[src/rtl/pipelined_fetch_if.sv]
// Fetch-stage bus: hazard/redirect controls in, instruction memory port,
// and the IF/ID register contents out.
interface pipelined_fetch_if #(
   parameter int ADDR_W = 32
);
   logic              stall;
   logic              flush;
   logic              branch_taken;
   logic [ADDR_W-1:0] branch_target;
   logic              halt_req;
   logic [ADDR_W-1:0] imem_addr;
   logic [31:0]       imem_rdata;
   logic [31:0]       if_id_instr;
   logic [ADDR_W-1:0] if_id_pc4;
   logic              if_id_valid;
   logic              halted;
   logic [31:0]       fetch_cnt;

   modport master (
      input  stall, flush, branch_taken, branch_target, halt_req, imem_rdata,
      output imem_addr, if_id_instr, if_id_pc4, if_id_valid, halted, fetch_cnt
   );

   modport slave (
      output stall, flush, branch_taken, branch_target, halt_req, imem_rdata,
      input  imem_addr, if_id_instr, if_id_pc4, if_id_valid, halted, fetch_cnt
   );
endinterface

[src/rtl/pipelined_fetch.sv]
// Instruction fetch stage with BOOT/RUN/HALT control and IF/ID register.
// Optional saturating fetch counter enabled by macro FETCH_STATS_EN.
module pipelined_fetch #(
   parameter int          ADDR_W   = 32,
   parameter logic [31:0] RESET_PC = 32'd0,
   parameter logic [31:0] NOP_WORD = 32'h0000_0000
) (
   input logic               clk,
   input logic               rst_n,
   pipelined_fetch_if.master bus
);
   localparam logic [ADDR_W-1:0] RESET_PC_ALIGNED = {RESET_PC[ADDR_W-1:2], 2'b00};
   localparam logic [ADDR_W-1:0] ALIGN_MASK       = {{(ADDR_W-2){1'b1}}, 2'b00};
   localparam logic [ADDR_W-1:0] PC_STEP          = ADDR_W'(4);

   typedef enum logic [1:0] {
      ST_BOOT = 2'd0,
      ST_RUN  = 2'd1,
      ST_HALT = 2'd2
   } state_t;

   state_t            state_reg, state_next;
   logic [ADDR_W-1:0] pc_reg, pc_next;
   logic [31:0]       instr_reg, instr_next;
   logic [ADDR_W-1:0] pc4_reg, pc4_next;
   logic              valid_reg, valid_next;
   logic [ADDR_W-1:0] pc_plus4;
   logic [ADDR_W-1:0] redirect_pc;

   assign pc_plus4    = pc_reg + PC_STEP;
   assign redirect_pc = bus.branch_target & ALIGN_MASK;

   always_ff @(posedge clk or negedge rst_n) begin
      if (!rst_n) begin
         state_reg <= ST_BOOT;
         pc_reg    <= RESET_PC_ALIGNED;
         instr_reg <= NOP_WORD;
         pc4_reg   <= '0;
         valid_reg <= 1'b0;
      end else begin
         state_reg <= state_next;
         pc_reg    <= pc_next;
         instr_reg <= instr_next;
         pc4_reg   <= pc4_next;
         valid_reg <= valid_next;
      end
   end

   // Bubbles leave if_id_pc4 untouched; only a real fetch rewrites it.
   always_comb begin
      state_next = state_reg;
      pc_next    = pc_reg;
      instr_next = instr_reg;
      pc4_next   = pc4_reg;
      valid_next = valid_reg;
      case (state_reg)
         ST_BOOT: begin
            instr_next = NOP_WORD;
            valid_next = 1'b0;
            state_next = ST_RUN;
         end
         ST_RUN: begin
            if (bus.branch_taken) begin
               pc_next    = redirect_pc;
               instr_next = NOP_WORD;
               valid_next = 1'b0;
            end else if (bus.halt_req) begin
               state_next = ST_HALT;
               instr_next = NOP_WORD;
               valid_next = 1'b0;
            end else if (bus.flush) begin
               instr_next = NOP_WORD;
               valid_next = 1'b0;
               if (!bus.stall) begin
                  pc_next = pc_plus4;
               end
            end else if (!bus.stall) begin
               instr_next = bus.imem_rdata;
               pc4_next   = pc_plus4;
               valid_next = 1'b1;
               pc_next    = pc_plus4;
            end
         end
         ST_HALT: begin
            instr_next = NOP_WORD;
            valid_next = 1'b0;
            if (bus.branch_taken) begin
               pc_next = redirect_pc;
            end
            if (!bus.halt_req) begin
               state_next = ST_RUN;
            end
         end
         default: begin
            state_next = ST_BOOT;
            instr_next = NOP_WORD;
            valid_next = 1'b0;
         end
      endcase
   end

   assign bus.imem_addr   = pc_reg;
   assign bus.if_id_instr = instr_reg;
   assign bus.if_id_pc4   = pc4_reg;
   assign bus.if_id_valid = valid_reg;
   assign bus.halted      = (state_reg == ST_HALT);

`ifdef FETCH_STATS_EN
   logic        fetch_fire;
   logic [31:0] fetch_cnt_reg;

   assign fetch_fire = (state_reg == ST_RUN) && !bus.branch_taken && !bus.halt_req
                       && !bus.flush && !bus.stall;

   always_ff @(posedge clk or negedge rst_n) begin
      if (!rst_n) begin
         fetch_cnt_reg <= 32'd0;
      end else if (fetch_fire && (fetch_cnt_reg != 32'hFFFF_FFFF)) begin
         fetch_cnt_reg <= fetch_cnt_reg + 32'd1;
      end
   end

   assign bus.fetch_cnt = fetch_cnt_reg;
`else
   assign bus.fetch_cnt = 32'd0;
`endif

endmodule

[src/flat_wrapper.sv]
// flat-port wrapper written by rule: the top's interface ports become plain ports
module pipelined_fetch_flat 
#(
   parameter int          ADDR_W   = 32,
   parameter logic [31:0] RESET_PC = 32'd0,
   parameter logic [31:0] NOP_WORD = 32'h0000_0000
)
  (clk, rst_n, bus_stall, bus_flush, bus_branch_taken, bus_branch_target, bus_halt_req, bus_imem_rdata, bus_imem_addr, bus_if_id_instr, bus_if_id_pc4, bus_if_id_valid, bus_halted, bus_fetch_cnt);
  pipelined_fetch_if #(.ADDR_W(ADDR_W)) bus_i ();
  input logic clk;
  input logic rst_n;
  input wire logic [$bits(bus_i.stall)-1:0] bus_stall;
  input wire logic [$bits(bus_i.flush)-1:0] bus_flush;
  input wire logic [$bits(bus_i.branch_taken)-1:0] bus_branch_taken;
  input wire logic [$bits(bus_i.branch_target)-1:0] bus_branch_target;
  input wire logic [$bits(bus_i.halt_req)-1:0] bus_halt_req;
  input wire logic [$bits(bus_i.imem_rdata)-1:0] bus_imem_rdata;
  output wire logic [$bits(bus_i.imem_addr)-1:0] bus_imem_addr;
  output wire logic [$bits(bus_i.if_id_instr)-1:0] bus_if_id_instr;
  output wire logic [$bits(bus_i.if_id_pc4)-1:0] bus_if_id_pc4;
  output wire logic [$bits(bus_i.if_id_valid)-1:0] bus_if_id_valid;
  output wire logic [$bits(bus_i.halted)-1:0] bus_halted;
  output wire logic [$bits(bus_i.fetch_cnt)-1:0] bus_fetch_cnt;
  assign bus_i.stall = bus_stall;
  assign bus_i.flush = bus_flush;
  assign bus_i.branch_taken = bus_branch_taken;
  assign bus_i.branch_target = bus_branch_target;
  assign bus_i.halt_req = bus_halt_req;
  assign bus_i.imem_rdata = bus_imem_rdata;
  assign bus_imem_addr = bus_i.imem_addr;
  assign bus_if_id_instr = bus_i.if_id_instr;
  assign bus_if_id_pc4 = bus_i.if_id_pc4;
  assign bus_if_id_valid = bus_i.if_id_valid;
  assign bus_halted = bus_i.halted;
  assign bus_fetch_cnt = bus_i.fetch_cnt;
  pipelined_fetch #(.ADDR_W(ADDR_W), .RESET_PC(RESET_PC), .NOP_WORD(NOP_WORD)) u_core (.clk(clk), .rst_n(rst_n), .bus(bus_i));
endmodule
[config.mk]
export PLATFORM = sky130hd
export DESIGN_NAME = pipelined_fetch_flat
export DESIGN_NICKNAME = d
export VERILOG_FILES = /design/src/rtl/pipelined_fetch_if.sv /design/src/rtl/pipelined_fetch.sv /design/src/flat_wrapper.sv
export SDC_FILE = /design/constraint.sdc
export NUM_CORES = 1
export LEC_CHECK = 0
export CORE_UTILIZATION = 45
export DETAILED_ROUTE_END_ITERATION = 10
export PLACE_DENSITY_LB_ADDON = 0.08
export SLEW_MARGIN = 20
export SYNTH_ARGS = -nofsm -noshare
export SYNTH_HDL_FRONTEND = slang
export SYNTH_SLANG_ARGS = --single-unit
[constraint.sdc]
create_clock -name clk -period 2.53 [get_ports clk]
set_clock_uncertainty 0.2 [all_clocks]
set_input_delay 0.506 -clock clk [delete_from_list [all_inputs] [get_ports clk]]
set_output_delay 0.506 -clock clk [all_outputs]
set_load 0.1 [all_outputs]
==> run_results.csv, run 1 <==
group,metric,value,unit
clock_tree,insertion_delay,0.34,ns
global_route,grt_pass1_wl,23800,µm
synthesis,yosysWarnings,0,
min_path,min_from,"u_core.bus.if_id_pc4[2]$_DFFE_PN0P_",
placed_design,dp_cells,847,
synthesis,ys_seq_area_frac,0.449,
global_route,grt_max_degree,44,
finish,fillers,1004,
critical_path,start_kind,"flop",
clock_tree,clockRootBuffer,"clkbuf_16",
detailed_routing,wl,14600,µm
placed_design,portBuffers,161,
critical_path,timing.rr.end,"u_core.bus.if_id_pc4[24]$_DFFE_PN0P_",
critical_path,path_class,"flop to flop",
critical_path,slowest_stage,"or4_4",
clock_tree,post_cts_buffers,0,
sta,max_slew_margin,0.611,
finish,finalNonFillerCells,864,
die,die_area,0.0122,mm²
synthesis,yosysUniqueCellTypes,49,
clock_tree,cts_buffers,9,
clock_tree,cts_tree,"built",
min_path,hold_depth,2,
finish,area_growth,35.1,%
sta,finalCritPeriodShare,0.935,
global_route,grt-ovfl-total,0,
sta,tightest_slew,0.583,ns
synthesis,postSynthAreaPerCell,9.32,µm²
finish,largest_reg_flops,32,
critical_path,crit_buf_inv,0,
finish,layout_common_cells,"buf_4, nor2_1, dfrtp_1, clkdlybuf4s50_1, conb_1",
synthesis,synth_flop_cell,"dfrtp_1",
sta,finalCriticalPeriod,2.37,ns
clock_tree,clockBufferDepth,2,
min_path,hold_path_class,"flop to flop",
critical_path,required,2.59,ns
sta,fin_setup_tns,0,ns
finish,nets,790,
critical_path,reg2reg_depth,5,
status,status,"complete, no violations",
sta,drv_slew,0,
clock_tree,cts_resized,0,
critical_path,worstPathArrival,2.42,ns
detailed_routing,ant_nets,0,
die,dieWidth,110,µm
placed_design,gp_congestion,0.802,
die,die_y,110,µm
critical_path,r2r-start,"u_core.bus.imem_addr[2]$_DFFE_PN0P_",
critical_path,critical-path-top-delay-family,"simple AND/OR/NAND/NOR gates",
global_route,grt_use_total,0.239,
finish,drive_gt1_frac,0.252,
critical_path,worstPathMaxFanout,30,
detailed_routing,drc,0,
clock_tree,cts_sinks,95,
global_route,grt_pass1_vias,4756,
clock_tree,clk_pin_slew,0.07,ns
synthesis,synth_area,0.00530,mm²
critical_path,rrSetupSlack,0.16,ns
detailed_routing,viasPerCell,5.75,
detailed_routing,vias,4965,
sta,finalSetupViolations,0,
sta,hold_viol,0,
die,ios,200,
critical_path,path_cells,"ha_4, nand2_1, or4_4, or4_1, a31oi_1",
sta,rsz0062_at_grt,"false",
detailed_routing,drtIter0Drc,314,
min_path,hold_end,"u_core.bus.if_id_pc4[2]$_DFFE_PN0P_",
critical_path,max_stage_delay,0.65,ns
flow_run,maxCapViolations,0,
placed_design,hpwlAfterDp,10100,µm
clock_tree,h-tree-depth,3,
synthesis,synth_enable_flop_cells,0,
synthesis,synth_seq_cells,95,
critical_path,end_kind,"flop",
die,rows,39,
finish,mostFrequentLayoutCell,"buf_4",
die,coreArea,0.0115,mm²
sta,clock.fmax,0.423,GHz
synthesis,syn_inst,568,
global_route,antenna_found_initial,0,
detailed_routing,firstDrtPassIters,5,
synthesis,synthArstFlopShare,1.00,
detailed_routing,wl_per_cell,16.8,µm
finish,num_antenna_cells,0,
die,start_util,0.462,
[layer usage]
metal | up-vias | global-route usage | wire length [µm]
met3 | 26 | 0.0417 | 955
li1 | 2313 | - | -
met5 | - | 0 | 0
met1 | 2401 | 0.315 | 6470
met2 | 225 | 0.391 | 6920
met4 | 0 | 0.0951 | 211
[through the flow]
step / instance area, µm² / hold slack, ns / setup WS (ns) / util
4_1_cts: 7150 / 0.315 / 0.152 / 0.624
3_3_place_gp: 6870 / 0.297 / 0.0715 / 0.599
6_report: 7150 / 0.311 / 0.164 / 0.624
2_1_floorplan: 5500 / 0.0104 / 0.00877 / -
5_1_grt: 7150 / 0.336 / 0.0766 / 0.624
3_5_place_dp: 6870 / 0.301 / 0.0147 / 0.599
[synthesized netlist by cell type, types with 4 or more instances]
master	n	share of area
dfrtp_1	95	0.45
nor2_1	79	0.056
buf_4	36	0.051
clkbuf_1	33	0.023
mux2i_1	33	0.062
nand3_1	28	0.026
a21oi_1	26	0.025
or3_1	21	0.025
o21ai_0	20	0.019
a31oi_1	18	0.021
a32oi_1	16	0.026
o211ai_1	16	0.023
nand2_1	12	0.0085
nand4_1	12	0.014
or4_1	11	0.016
buf_2	10	0.0094
o31ai_1	9	0.013
o311ai_0	8	0.013
buf_1	7	0.0050
inv_1	7	0.0050
xnor2_1	6	0.0099
nor4_1	5	0.0059
o22ai_1	5	0.0059
or4b_1	5	0.0094
xor2_1	5	0.0083
a22oi_1	4	0.0057
a2bb2oi_1	4	0.0066
ha_1	4	0.0094
[timing repair]
item | in CTS | in global routing
endpoints found under the hold margin | 37 | 0
hold buffers | 1 | 0
endpoints found under the setup margin | 0 | 0
[tightest hold or removal path, delay by kind of cell (launching register included)]
kind	cells	cell delay, ns
flip-flops	1	0.34
AO/OA/AOI/OAI	2	0.14
[worst max-delay path by stage]
stage,to,from,slack (ns),depth (start not counted)
CTS,u_core.bus.if_id_pc4[24]$_DFFE_PN0P_,u_core.bus.imem_addr[2]$_DFFE_PN0P_,0.15,5
global placement,u_core.bus.imem_addr[31]$_DFFE_PN0P_,bus_halt_req,0.07,8
floorplan,u_core.bus.imem_addr[23]$_DFFE_PN0P_,u_core.bus.imem_addr[10]$_DFFE_PN0P_,0.009,7
global route,u_core.bus.if_id_pc4[24]$_DFFE_PN0P_,u_core.bus.imem_addr[2]$_DFFE_PN0P_,0.08,5
detailed placement,u_core.bus.if_id_pc4[30]$_DFFE_PN0P_,bus_branch_taken,0.01,6
finish,u_core.bus.if_id_pc4[24]$_DFFE_PN0P_,u_core.bus.imem_addr[2]$_DFFE_PN0P_,0.16,5
[layout make-up]
| cell class | instances | area (µm²) | area share |
|---|---|---|---|
| clock buffers | 10 | 239 | 0.0334 |
| clock inverters | 6 | 36.3 | 0.00507 |
| inverters | 7 | 26.3 | 0.00367 |
| multi-input cells | 411 | 2560 | 0.358 |
| flip-flops and latches | 95 | 2440 | 0.341 |
| well taps | 143 | 179 | 0.0250 |
| repair buffers | 192 | 1680 | 0.235 |
[cells by family (layout without fill, tap and decap cells)]
| family | Yosys count | count (layout) | synth area share |
|---|---|---|---|
| AO/OA/AOI/OAI | 135 | 135 | 0.173 |
| XOR/XNOR | 11 | 11 | 0.0182 |
| adder cells (fa/ha/maj) | 4 | 4 | 0.00945 |
| buffers and inverters | 97 | 215 | 0.0987 |
| flip-flops | 95 | 95 | 0.449 |
| multiplexers | 34 | 34 | 0.0645 |
| other | 1 | 36 | 0.000708 |
| AND/OR/NAND/NOR | 191 | 191 | 0.186 |
Power of run 1 is not shown: default switching activity piles up to over one toggle a cycle in this logic, so the estimate is an artifact.
==> inputs of run 2 (changes only) <==
Settings changed: CORE_ASPECT_RATIO set to 1.2.
==> run 2 against run 1 <==
Against the previous run: final cell count rose by 2.0%; global-route usage rose by 0.30 points; hold slack got worse by 0.28 ns; die area barely moved; critical path depth fell by 1; non-clock buffer count rose by 3; sequential share of layout area fell by 0.44 points; design area rose by 1.3%.
==> run_results.csv, run 2 (same netlist as run 1, synthesis figures left out) <==
group,metric,value,unit
die,coreArea,0.0115,mm²
clock_tree,cts_buffers,9,
detailed_routing,vias,4889,
finish,area_growth,36.8,%
finish,layout_common_cells,"buf_4, nor2_1, dfrtp_1, clkdlybuf4s50_1, conb_1",
critical_path,worstPathArrival,2.43,ns
finish,largest_reg_flops,32,
sta,clock.fmax,0.422,GHz
die,die_y,121,µm
finish,regArea,0.00244,mm²
sta,hold_viol,0,
finish,fillers,1020,
detailed_routing,drtIter0Drc,227,
finish,fin_area,0.00725,mm²
critical_path,path_class,"flop to flop",
finish,finalNonFillerCells,881,
critical_path,rrSetupSlack,0.16,ns
global_route,grt_max_degree,57,
global_route,grt_pass1_vias,4665,
critical_path,timing.rr.end,"u_core.bus.if_id_pc4[24]$_DFFE_PN0P_",
finish,drive_gt1_frac,0.257,
sta,rsz0062_at_grt,"false",
clock_tree,cts_resized,0,
sta,finalSetupViolations,0,
clock_tree,clockBufferDepth,2,
placed_design,pre_cts_slack,-0.0148,ns
sta,finalCriticalPeriod,2.37,ns
placed_design,dp_cells,865,
detailed_routing,wl,14200,µm
critical_path,start_kind,"flop",
detailed_routing,firstDrtPassIters,4,
flow_run,maxCapViolations,0,
sta,fin_setup_tns,0,ns
global_route,grt_pass1_wl,23100,µm
global_route,grt-ovfl-total,0,
clock_tree,post_cts_buffers,0,
die,start_util,0.460,
critical_path,worstPathMaxFanout,30,
clock_tree,holdBufCountCts,0,
detailed_routing,viasPerCell,5.55,
clock_tree,cts_sinks,95,
critical_path,r2r-start,"u_core.bus.imem_addr[10]$_DFFE_PN0P_",
sta,drv_slew,0,
critical_path,reg2reg_depth,4,
min_path,hold_path_class,"input pin to async pin",
placed_design,hpwlAfterDp,10100,µm
finish,nets,793,
clock_tree,clockRootBuffer,"clkbuf_16",
die,ios,200,
finish,num_antenna_cells,0,
status,status,"complete, no violations",
placed_design,dpl-instance-area,0.00688,mm²
critical_path,required,2.59,ns
sta,worst_slack,0.162,ns
sta,tightest_slew,0.751,ns
detailed_routing,ant_nets,0,
finish,mostFrequentLayoutCell,"buf_4",
finish,multi_input_area,0.00256,mm²
global_route,antenna_found_initial,0,
placed_design,portBuffers,161,
clock_tree,clk_pin_slew,0.07,ns
detailed_routing,drc,0,
die,die_area,0.0122,mm²
die,rows,43,
critical_path,end_kind,"flop",
sta,finalCritPeriodShare,0.936,
detailed_routing,wl_per_cell,16.2,µm
die,dieWidth,101,µm
placed_design,gp_congestion,0.793,
clock_tree,insertion_delay,0.34,ns
sta,max_slew_margin,0.499,
clock_tree,cts_tree,"built",
global_route,grt_use_total,0.242,
clock_tree,h-tree-depth,3,
==> run 2: critical path, stage by stage (launching register included) <==
cell,delay [ns]
dfrtp_4,0.47
nand4_2,0.18
or4_4,0.69
or4_1,0.56
a31oi_1,0.19
==> run 2: final cells by class <==
type	instances	area share
clock inverter	7	0.0199
inverter	7	0.00363
timing repair buffer	195	0.229
sequential	95	0.336
clock buffer	9	0.0311
multi-input combinational	411	0.353
tap	157	0.0271
==> run 2: worst max-delay path by stage <==
stage                                              start                              endpoint  cells after the start
floorplan           u_core.bus.imem_addr[10]$_DFFE_PN0P_  u_core.bus.imem_addr[23]$_DFFE_PN0P_                      7
global placement                            bus_halt_req  u_core.bus.imem_addr[30]$_DFFE_PN0P_                      6
detailed placement                          bus_halt_req  u_core.bus.imem_addr[30]$_DFFE_PN0P_                      6
CTS                  u_core.bus.imem_addr[2]$_DFFE_PN0P_  u_core.bus.if_id_pc4[24]$_DFFE_PN0P_                      5
global route        u_core.bus.imem_addr[10]$_DFFE_PN0P_  u_core.bus.if_id_pc4[24]$_DFFE_PN0P_                      4
finish              u_core.bus.imem_addr[10]$_DFFE_PN0P_  u_core.bus.if_id_pc4[24]$_DFFE_PN0P_                      4
==> run 2: through the flow <==
| step | utilization | hold slack, ns |
|---|---|---|
| after floorplan | - | 0.0104 |
| after global placement | 0.597 | 0.296 |
| after detailed placement | 0.597 | 0.306 |
| after CTS | 0.629 | 0.0529 |
| after global routing | 0.629 | 0.0842 |
| final | 0.629 | 0.0265 |
==> run 2: layer usage <==
layer	track usage	wire (µm)	vias to the layer above
met3	0.0382	766	21
li1	-	-	2323
met1	0.308	6110	2388
met4	0.0906	300	0
met5	0	0	-
met2	0.412	7070	157
Power of run 2 is left out for the same reason.
==> inputs of run 3 (changes only) <==
--- a/config.mk
+++ b/config.mk
@@ -6,4 +6,5 @@
 export NUM_CORES = 1
 export LEC_CHECK = 0
+export CAP_MARGIN = 20
 export CORE_ASPECT_RATIO = 1.2
 export CORE_UTILIZATION = 45
==> constraint.sdc (replaced) <==
create_clock -name clk -period 2.53 [get_ports clk]
set_clock_uncertainty 0.2 [all_clocks]
set_input_delay 0.253 -clock clk [delete_from_list [all_inputs] [get_ports clk]]
set_output_delay 0.253 -clock clk [all_outputs]
set_load 0.1 [all_outputs]
==> run 3 against run 2 <==
Against the previous run: non-clock buffer count shrank 6; design area decreased by 1.6%; flip-flop and latch count stayed put; global-route usage fell by 0.51 points; first-iteration DRC count increased by 14%; core utilization fell by 1.0 points; critical path depth is 1 higher; via count fell by 0.37%; count of clock-buffer cells in the layout is the same; sequential share of layout area rose by 0.56 points.
==> run_results.csv, run 3 (same netlist as run 1, synthesis figures left out) <==
group,metric,value,unit
clock_tree,cts_tree,"built",
detailed_routing,wl_met2,7130,µm
clock_tree,clockBufferDepth,2,
sta,max_slew_margin,0.618,
detailed_routing,drtIter0Drc,259,
critical_path,start_kind,"flop",
critical_path,path_class,"flop to flop",
critical_path,worstPathMaxFanout,30,
critical_path,worstPathArrival,2.48,ns
finish,nets,787,
global_route,grt-ovfl-total,0,
detailed_routing,top_layer,"met4",
sta,clock.fmax,0.414,GHz
clock_tree,h-tree-depth,3,
clock_tree,clk_pin_slew,0.07,ns
clock_tree,insertion_delay,0.35,ns
clock_tree,cts_buffers,9,
placed_design,gp_congestion,0.796,
detailed_routing,firstDrtPassIters,7,
sta,finalCritPeriodShare,0.954,
global_route,grt_pass1_vias,4477,
die,die_area,0.0122,mm²
detailed_routing,vias,4871,
critical_path,crit_path_start,"u_core.bus.imem_addr[2]$_DFFE_PN0P_",
sta,whs,0.220,ns
die,ios,200,
sta,finalCriticalPeriod,2.41,ns
clock_tree,cts_resized,0,
detailed_routing,ant_nets,0,
clock_tree,cts_sinks,95,
die,dieWidth,101,µm
global_route,grt_max_degree,58,
finish,largest_reg_flops,32,
detailed_routing,wl_per_cell,16.5,µm
finish,layout_common_cells,"buf_4, nor2_1, dfrtp_1, clkdlybuf4s50_1, conb_1",
min_path,hold_path_class,"input pin to async pin",
sta,rsz0062_at_grt,"false",
critical_path,required,2.60,ns
finish,mostFrequentLayoutCell,"buf_4",
die,rows,43,
detailed_routing,viasPerCell,5.57,
detailed_routing,wl_met3,860,µm
detailed_routing,wl,14400,µm
sta,drv_slew,0,
finish,drive_gt1_frac,0.249,
placed_design,portBuffers,161,
global_route,antenna_found_initial,0,
global_route,grt_pass1_wl,22600,µm
sta,finalSetupViolations,0,
status,status,"complete, no violations",
sta,hold_viol,0,
detailed_routing,met1_length,6120,µm
placed_design,hpwlAfterDp,10200,µm
finish,num_antenna_cells,0,
critical_path,r2r-start,"u_core.bus.imem_addr[2]$_DFFE_PN0P_",
critical_path,end_kind,"flop",
clock_tree,clockRootBuffer,"clkbuf_16",
die,start_util,0.460,
sta,tightest_slew,0.567,ns
sta,fin_setup_tns,0,ns
finish,area_growth,34.6,%
die,coreArea,0.0115,mm²
flow_run,maxCapViolations,0,
detailed_routing,drc,0,
global_route,grt_use_total,0.237,
die,die_y,121,µm
run 3: final timing paths:
kind | endpoint | slack (ns) | cells after the start
max | u_core.bus.if_id_pc4[24]$_DFFE_PN0P_ | 0.12 | 5
min | u_core.bus.if_id_instr[28]$_DFFE_PN0P_ | 0.22 | 2
max reg2reg | u_core.bus.if_id_pc4[24]$_DFFE_PN0P_ | 0.12 | 5
min reg2reg | u_core.bus.if_id_valid$_DFFE_PN0P_ | 0.32 | 2
max in group asynchronous | u_core.bus.imem_addr[4]$_DFFE_PN0P_ | 1.20 | 3
min in group clk | u_core.bus.if_id_instr[16]$_DFFE_PN0P_ | 0.31 | 3
run 3: repair_timing:
item | in CTS | in global routing
setup buffers | 0 | 0
hold endpoints to repair | 38 | 0
hold buffers | 1 | 0
run 3: area by class of cell:
type	count	area, µm²
clock buffer	9	225
inverter	7	26.3
fill	1027	4390
clock inverter	7	80.1
multi-input combinational	411	2560
tap	157	196
sequential	95	2440
timing repair buffer	189	1610
run 3: worst max-delay path, cell delays in order (launching register included):
cell     delay [ns]
dfrtp_4        0.46
ha_4           0.18
nand2_1        0.08
or4_4          0.66
or4_1          0.56
a31oi_1        0.19
run 3: metal layers:
| layer | track usage | up-vias |
|---|---|---|
| met5 | 0 | - |
| met4 | 0.101 | 0 |
| met3 | 0.0277 | 27 |
| met2 | 0.395 | 198 |
| met1 | 0.310 | 2342 |
| li1 | - | 2304 |
run 3: metrics by stage:
| step | area (µm²) | utilization | std cells | worst slack [ns] |
|---|---|---|---|---|
| after floorplan | 5500 | - | 603 | 0.00877 |
| after global placement | 6810 | 0.592 | 858 | 0.199 |
| after detailed placement | 6810 | 0.592 | 858 | 0.124 |
| after CTS | 7130 | 0.619 | 875 | 0.104 |
| after global routing | 7130 | 0.619 | 875 | 0.0236 |
| final | 7130 | 0.619 | 875 | 0.116 |
Power of run 3 is left out for the same reason.
